## src/rtl/apb_decode_n_pkg.sv

```systemverilog
// Shared types and default address map for the APB 1-to-N decoder.
package apbDecode_package;

    localparam int DEF_NUM_TGT = 4;
    localparam int DEF_ADDR_W  = 32;
    localparam int DEF_DATA_W  = 32;

    typedef logic [DEF_ADDR_W-1:0] apbAddrSt;
    typedef logic [DEF_DATA_W-1:0] apbDataSt;

    typedef enum logic [1:0] {
        IDLE,
        SETUP,
        ACCESS,
        RESP
    } apb_state_e;

    // Target index width; a single-target build still needs one bit.
    function automatic int tgt_idx_w(input int n);
        return (n > 1) ? $clog2(n) : 1;
    endfunction

    typedef logic [tgt_idx_w(DEF_NUM_TGT)-1:0] tgt_idx_t;

    localparam logic [DEF_NUM_TGT*DEF_ADDR_W-1:0] DEF_TGT_BASE = {
        apbAddrSt'(32'h0000_3000), apbAddrSt'(32'h0000_2000),
        apbAddrSt'(32'h0000_1000), apbAddrSt'(32'h0000_0000)
    };

    localparam logic [DEF_NUM_TGT*DEF_ADDR_W-1:0] DEF_TGT_MASK =
        {DEF_NUM_TGT{apbAddrSt'(32'hFFFF_F000)}};

endpackage

```

## src/rtl/apb_decode_n_addr_decode.sv

```systemverilog
// Combinational base/mask address match; the lowest matching target index wins.
module apb_addr_decode
    import apbDecode_package::*;
#(
    parameter int NUM_TGT = DEF_NUM_TGT,
    parameter int ADDR_W  = DEF_ADDR_W,
    parameter logic [NUM_TGT*ADDR_W-1:0] TGT_BASE = DEF_TGT_BASE,
    parameter logic [NUM_TGT*ADDR_W-1:0] TGT_MASK = DEF_TGT_MASK,
    localparam int IDX_W = tgt_idx_w(NUM_TGT)
) (
    input  logic [ADDR_W-1:0] addr,
    output logic              hit,
    output logic [IDX_W-1:0]  idx
);

    logic [NUM_TGT-1:0] match;

    genvar gi;
    generate
        for (gi = 0; gi < NUM_TGT; gi++) begin : g_match
            assign match[gi] = (addr & TGT_MASK[gi*ADDR_W +: ADDR_W]) == TGT_BASE[gi*ADDR_W +: ADDR_W];
        end
    endgenerate

    // Scan from the top down so the lowest index is the last one written.
    always_comb begin
        hit = |match;
        idx = '0;
        for (int i = NUM_TGT - 1; i >= 0; i--) begin
            if (match[i]) begin
                idx = IDX_W'(i);
            end
        end
    end

endmodule

```

## src/rtl/apb_decode_n.sv

```systemverilog
// APB 1-to-N decoder bridge: one upstream completer port fanned out to NUM_TGT completers.
// Optional ACCESS timeout is enabled by defining APB_DECODE_TIMEOUT_EN.
module apb_decode_n
    import apbDecode_package::*;
#(
    parameter int NUM_TGT     = DEF_NUM_TGT,
    parameter int ADDR_W      = DEF_ADDR_W,
    parameter int DATA_W      = DEF_DATA_W,
    parameter logic [NUM_TGT*ADDR_W-1:0] TGT_BASE = DEF_TGT_BASE,
    parameter logic [NUM_TGT*ADDR_W-1:0] TGT_MASK = DEF_TGT_MASK,
    parameter int TIMEOUT_CYC = 256
) (
    input  logic                      clk,
    input  logic                      rst,
    input  logic                      s_psel,
    input  logic                      s_penable,
    input  logic                      s_pwrite,
    input  logic [ADDR_W-1:0]         s_paddr,
    input  logic [DATA_W-1:0]         s_pwdata,
    output logic                      s_pready,
    output logic                      s_pslverr,
    output logic [DATA_W-1:0]         s_prdata,
    output logic [NUM_TGT-1:0]        m_psel,
    output logic                      m_penable,
    output logic                      m_pwrite,
    output logic [ADDR_W-1:0]         m_paddr,
    output logic [DATA_W-1:0]         m_pwdata,
    input  logic [NUM_TGT-1:0]        m_pready,
    input  logic [NUM_TGT-1:0]        m_pslverr,
    input  logic [NUM_TGT*DATA_W-1:0] m_prdata
);

    localparam int IDX_W = tgt_idx_w(NUM_TGT);

    if (NUM_TGT < 1 || NUM_TGT > 16 || (DATA_W % 8) != 0 || TIMEOUT_CYC < 1) begin : g_bad_param
        $error("apb_decode_n: illegal parameter value");
    end

    apb_state_e       state_reg;
    logic             hit_reg;
    logic [IDX_W-1:0] idx_reg;
    logic             dec_hit;
    logic [IDX_W-1:0] dec_idx;

`ifdef APB_DECODE_TIMEOUT_EN
    localparam int CNT_W = $clog2(TIMEOUT_CYC + 1);
    logic [CNT_W-1:0] cnt_reg;
`endif

    apb_addr_decode #(
        .NUM_TGT  (NUM_TGT),
        .ADDR_W   (ADDR_W),
        .TGT_BASE (TGT_BASE),
        .TGT_MASK (TGT_MASK)
    ) u_decode (
        .addr (s_paddr),
        .hit  (dec_hit),
        .idx  (dec_idx)
    );

    always_ff @(posedge clk) begin
        if (rst) begin
            state_reg <= IDLE;
            hit_reg   <= 1'b0;
            idx_reg   <= '0;
            s_pready  <= 1'b0;
            s_pslverr <= 1'b0;
            s_prdata  <= '0;
            m_psel    <= '0;
            m_penable <= 1'b0;
            m_pwrite  <= 1'b0;
            m_paddr   <= '0;
            m_pwdata  <= '0;
`ifdef APB_DECODE_TIMEOUT_EN
            cnt_reg   <= '0;
`endif
        end else begin
            case (state_reg)
                IDLE: begin
                    // Only an upstream SETUP phase starts a transfer; stray ACCESS phases are ignored.
                    if (s_psel && !s_penable) begin
                        m_paddr   <= s_paddr;
                        m_pwdata  <= s_pwdata;
                        m_pwrite  <= s_pwrite;
                        hit_reg   <= dec_hit;
                        idx_reg   <= dec_idx;
                        m_psel    <= dec_hit ? (NUM_TGT'(1) << dec_idx) : '0;
                        state_reg <= SETUP;
                    end
                end
                SETUP: begin
                    if (hit_reg) begin
                        m_penable <= 1'b1;
                        state_reg <= ACCESS;
`ifdef APB_DECODE_TIMEOUT_EN
                        cnt_reg   <= '0;
`endif
                    end else begin
                        s_pready  <= 1'b1;
                        s_pslverr <= 1'b1;
                        s_prdata  <= '0;
                        state_reg <= RESP;
                    end
                end
                ACCESS: begin
                    if (m_pready[idx_reg]) begin
                        m_psel    <= '0;
                        m_penable <= 1'b0;
                        s_pready  <= 1'b1;
                        s_pslverr <= m_pslverr[idx_reg];
                        s_prdata  <= m_pwrite ? '0 : m_prdata[idx_reg*DATA_W +: DATA_W];
                        state_reg <= RESP;
                    end
`ifdef APB_DECODE_TIMEOUT_EN
                    else if (cnt_reg == CNT_W'(TIMEOUT_CYC - 1)) begin
                        m_psel    <= '0;
                        m_penable <= 1'b0;
                        s_pready  <= 1'b1;
                        s_pslverr <= 1'b1;
                        s_prdata  <= '0;
                        state_reg <= RESP;
                    end else begin
                        cnt_reg <= cnt_reg + 1'b1;
                    end
`endif
                end
                RESP: begin
                    s_pready  <= 1'b0;
                    s_pslverr <= 1'b0;
                    s_prdata  <= '0;
                    state_reg <= IDLE;
                end
                default: state_reg <= IDLE;
            endcase
        end
    end

endmodule

```

## config.mk

```make
export PLATFORM = sky130hd
export DESIGN_NAME = apb_decode_n
export DESIGN_NICKNAME = d
export VERILOG_FILES = /design/src/rtl/apb_decode_n_pkg.sv /design/src/rtl/apb_decode_n_addr_decode.sv /design/src/rtl/apb_decode_n.sv
export SDC_FILE = /design/constraint.sdc
export NUM_CORES = 1
export LEC_CHECK = 0
export ABC_AREA = 1
export ABC_CLOCK_PERIOD_IN_PS = 4300
export BUFFER_PORTS_ARGS = -buffer_cell sky130_fd_sc_hd__buf_2
export CORE_MARGIN = 4
export CORE_UTILIZATION = 30
export DETAILED_ROUTE_END_ITERATION = 8
export PLACE_DENSITY = 0.71
export SLEW_MARGIN = 40
export SYNTH_ARGS = -nofsm -noshare
export SYNTH_HDL_FRONTEND = slang
export SYNTH_SLANG_ARGS = --single-unit
```

## constraint.sdc

```tcl
create_clock -name clk -period 4.3 [get_ports clk]
set_clock_uncertainty 0.05 [all_clocks]
set_input_delay 0.43 -clock clk [delete_from_list [all_inputs] [get_ports clk]]
set_output_delay 0.43 -clock clk [all_outputs]
set_load 0.05 [all_outputs]
```

==> flow_metrics.env <==
export IMPL_post_cts_resized=0
export IMPL_reg_top3="m_paddr: 32 flops, m_pwdata: 32 flops, s_prdata: 32 flops"
export IMPL_synth_warnings=0
export IMPL_area_growth_pct=36.4
export IMPL_worstPathCellList="inv_4, nand2_1, nand3_1, nand2_2, nand2_4, nand2_2, clkinv_2, buf_4, nand2_1, nand2_1, nor2_1"
export IMPL_min_path_cells=3
export IMPL_die_w_um=141
export IMPL_reg2reg_depth=11
export IMPL_initial_core_util_pct=30.5
export IMPL_cap_violations=0
export IMPL_p_leak_uw=0.00351
export IMPL_grt_pass1_wl_um=28900
export IMPL_drc=0
export IMPL_synth_top_family_by_area="simple AND/OR/NAND/NOR gates"
export IMPL_synthCells=813
export IMPL_numCtsBuffers=9
export IMPL_pin_count=309
export IMPL_layout_min_cycle_time_ns=2.58
export IMPL_nets=1292
export IMPL_place_gp_congestion=0.836
export IMPL_crit_path_frequent_cell="nand2_1"
export IMPL_core_area_sq_um=17300
export IMPL_syn_area_sq_um=5280
export IMPL_crit_path_end_kind="flop"
export IMPL_ys_types=25
export IMPL_synth_fp_nets=1023
export IMPL_final_antenna_net_count=0
export IMPL_drive_gt1_share_pct=32.5
export IMPL_setup_tns_ns=0
export IMPL_timing_final_hold_violations=0
export IMPL_vias=6089
export IMPL_grt_max_degree=71
export IMPL_yosys_area_top_type="dfxtp_1"
export IMPL_seq_area_frac_synth_pct=41.4
export IMPL_antenna_found_initial=0
export IMPL_synthAdderAreaFrac_pct=1.19
export IMPL_synth_xor_area_share_pct=0
export IMPL_cp_max_fo=67
export IMPL_layout_common_cells="308 x buf_2, 261 x nand2_1, 147 x nor2_1"
export IMPL_portBuffers=308
export IMPL_synth_simple_area_share_pct=32.3
export IMPL_drtIter0Drc=177
export IMPL_cts_setup_buffers=0
export IMPL_layout_cells_non_filler=1312
export IMPL_antenna_cells=0
export IMPL_worstMarginPinSlew_ns=0.748
export IMPL_grt_pass1_vias=5822
export IMPL_die_y_um=141
export IMPL_worstSetupStartpoint="idx_reg[0]$_SDFFE_PP0P_"
export IMPL_cts_tree="built"
export IMPL_reg2reg_slack_ns=1.72
export IMPL_async_flop_share_pct=0
export IMPL_placed_cells=1296
export IMPL_worstPathRequired_ns=4.54
export IMPL_grt_setup_unrepaired="false"
export IMPL_cts_sinks=109
export IMPL_crit_type="flop to flop"
export IMPL_avgSynthCellArea_sq_um=6.49
export IMPL_worstReg2RegStart="idx_reg[0]$_SDFFE_PP0P_"
export IMPL_startpoint_type="flop"
export IMPL_synth_mux_area_share_pct=0
export IMPL_ir_worst_vdd_mv=0.304
export IMPL_synth_compound_area_share_pct=18.1
export IMPL_clock_latency_ns=0.35
export IMPL_worst_setup_path_endpoint="s_prdata[27]$_SDFFE_PP0P_"
export IMPL_hpwlAfterDp_um=13600
export IMPL_worst_ep_arrival_time_ns=2.82
export IMPL_synth_edf_count=0
export IMPL_dieArea_sq_um=19800
export IMPL_setup_viol=0
export IMPL_wirelength_um=18500
export IMPL_path_clk_slew_ns=0.08
export IMPL_synth_area_leaders="dfxtp_1 41%, nand2_1 19%, nor2_1 11%"
export IMPL_finalPower_uw=4070
export IMPL_via_per_inst=4.64
export IMPL_slew_viol_final=0
export IMPL_relSlewSlack_pct=50.1
export IMPL_r2r_end="s_prdata[27]$_SDFFE_PP0P_"
export IMPL_max_freq_mhz=387
export IMPL_power_per_cell_area_nw_per_um2=565
export IMPL_ctsRootBufferMaster="clkbuf_16"
export IMPL_crit_slowest_cell="dfxtp_2"
export IMPL_grt_use_total_pct=17.9
export IMPL_status="finished clean"
export IMPL_firstDrtPassIters=5
export IMPL_fin_crit_sh_pct=60.0
export IMPL_cts_buffer_depth=2
export IMPL_hold_start="s_paddr[3]"
export IMPL_synth_ff_type="dfxtp_1"
export IMPL_hp_class="input port to flop"
export IMPL_max_stage_delay_ns=0.54
export IMPL_synth_top_cell_area_share_pct=41.4
export IMPL_layout_commonest_cell="buf_2"
export IMPL_cts_htree_levels=3
export IMPL_ys_ff_latch=109
export IMPL_cts_hold_buf=0
export IMPL_fp_row_count=48
export IMPL_fin_util_pct=41.6
export IMPL_routedWlPerCell_um=14.1
export IMPL_gr_total_overflow=0
[report_power, final]
group	internal (uW)	total, uW	switching, uW
clock	467	891	424
combinational	533	1880	1350
sequential	1190	1290	102
[layout make-up]
cell class	instances	area, sq um
inverter	20	81.3
tap	225	282
clock buffer	9	225
sequential	109	2180
multi-input combinational	625	2730
clock inverter	7	91.3
timing repair buffer	317	1610
fill	1891	10100
[through the flow]
step                      worst slack [ns]  hold WS [ns]  cell area (sq um)
after CTS                             1.53         0.242               7200
after global routing                  1.39         0.253               7200
after detailed placement              1.53         0.404               6880
final                                 1.72         0.258               7200
after global placement                1.56         0.398               6880
after floorplan                       2.70         0.427               5280
[cell usage after synthesis, types with 2 or more instances]
cell type,number
buf_6,4
nand2_1,261
nor3_1,2
nand2_2,2
a21oi_1,74
nand3_1,12
buf_2,15
ha_1,5
buf_1,6
o21ai_0,73
dfxtp_1,109
nor2_2,10
buf_4,3
clkbuf_1,30
o22ai_1,32
nor2_1,148
o211ai_1,2
inv_2,4
inv_1,15
[worst max-delay path: cells and delay by family, from the launching register on]
family	cells	cell delay [ns]
buffers and inverters	3	1.19
AND/OR/NAND/NOR	8	0.73
flip-flops	1	0.54
[how the worst min path moves through the flow]
| stage | end | slack [ns] |
|---|---|---|
| CTS | m_paddr[3]$_SDFFE_PP0P_ | 0.24 |
| global placement | m_pwdata[14]$_SDFFE_PP0P_ | 0.40 |
| floorplan | state_reg[0]$_SDFFE_PP0P_ | 0.43 |
| finish | m_paddr[3]$_SDFFE_PP0P_ | 0.26 |
| detailed placement | m_pwdata[23]$_SDFFE_PP0P_ | 0.40 |
| global route | m_paddr[1]$_SDFFE_PP0P_ | 0.25 |
[cell families after synthesis]
logic type | Yosys count
flip-flops | 109
adder cells (fa/ha/maj) | 5
AO/OA/AOI/OAI | 182
AND/OR/NAND/NOR | 438
buffers and inverters | 79
[layer usage]
layer  track usage, %  wire (um)
met5                0          0
met4             6.78        472
met3             6.28       2030
met2             30.3       8580
met1             20.7       7460
No activity file was read; power rests on OpenSTA's default activity.
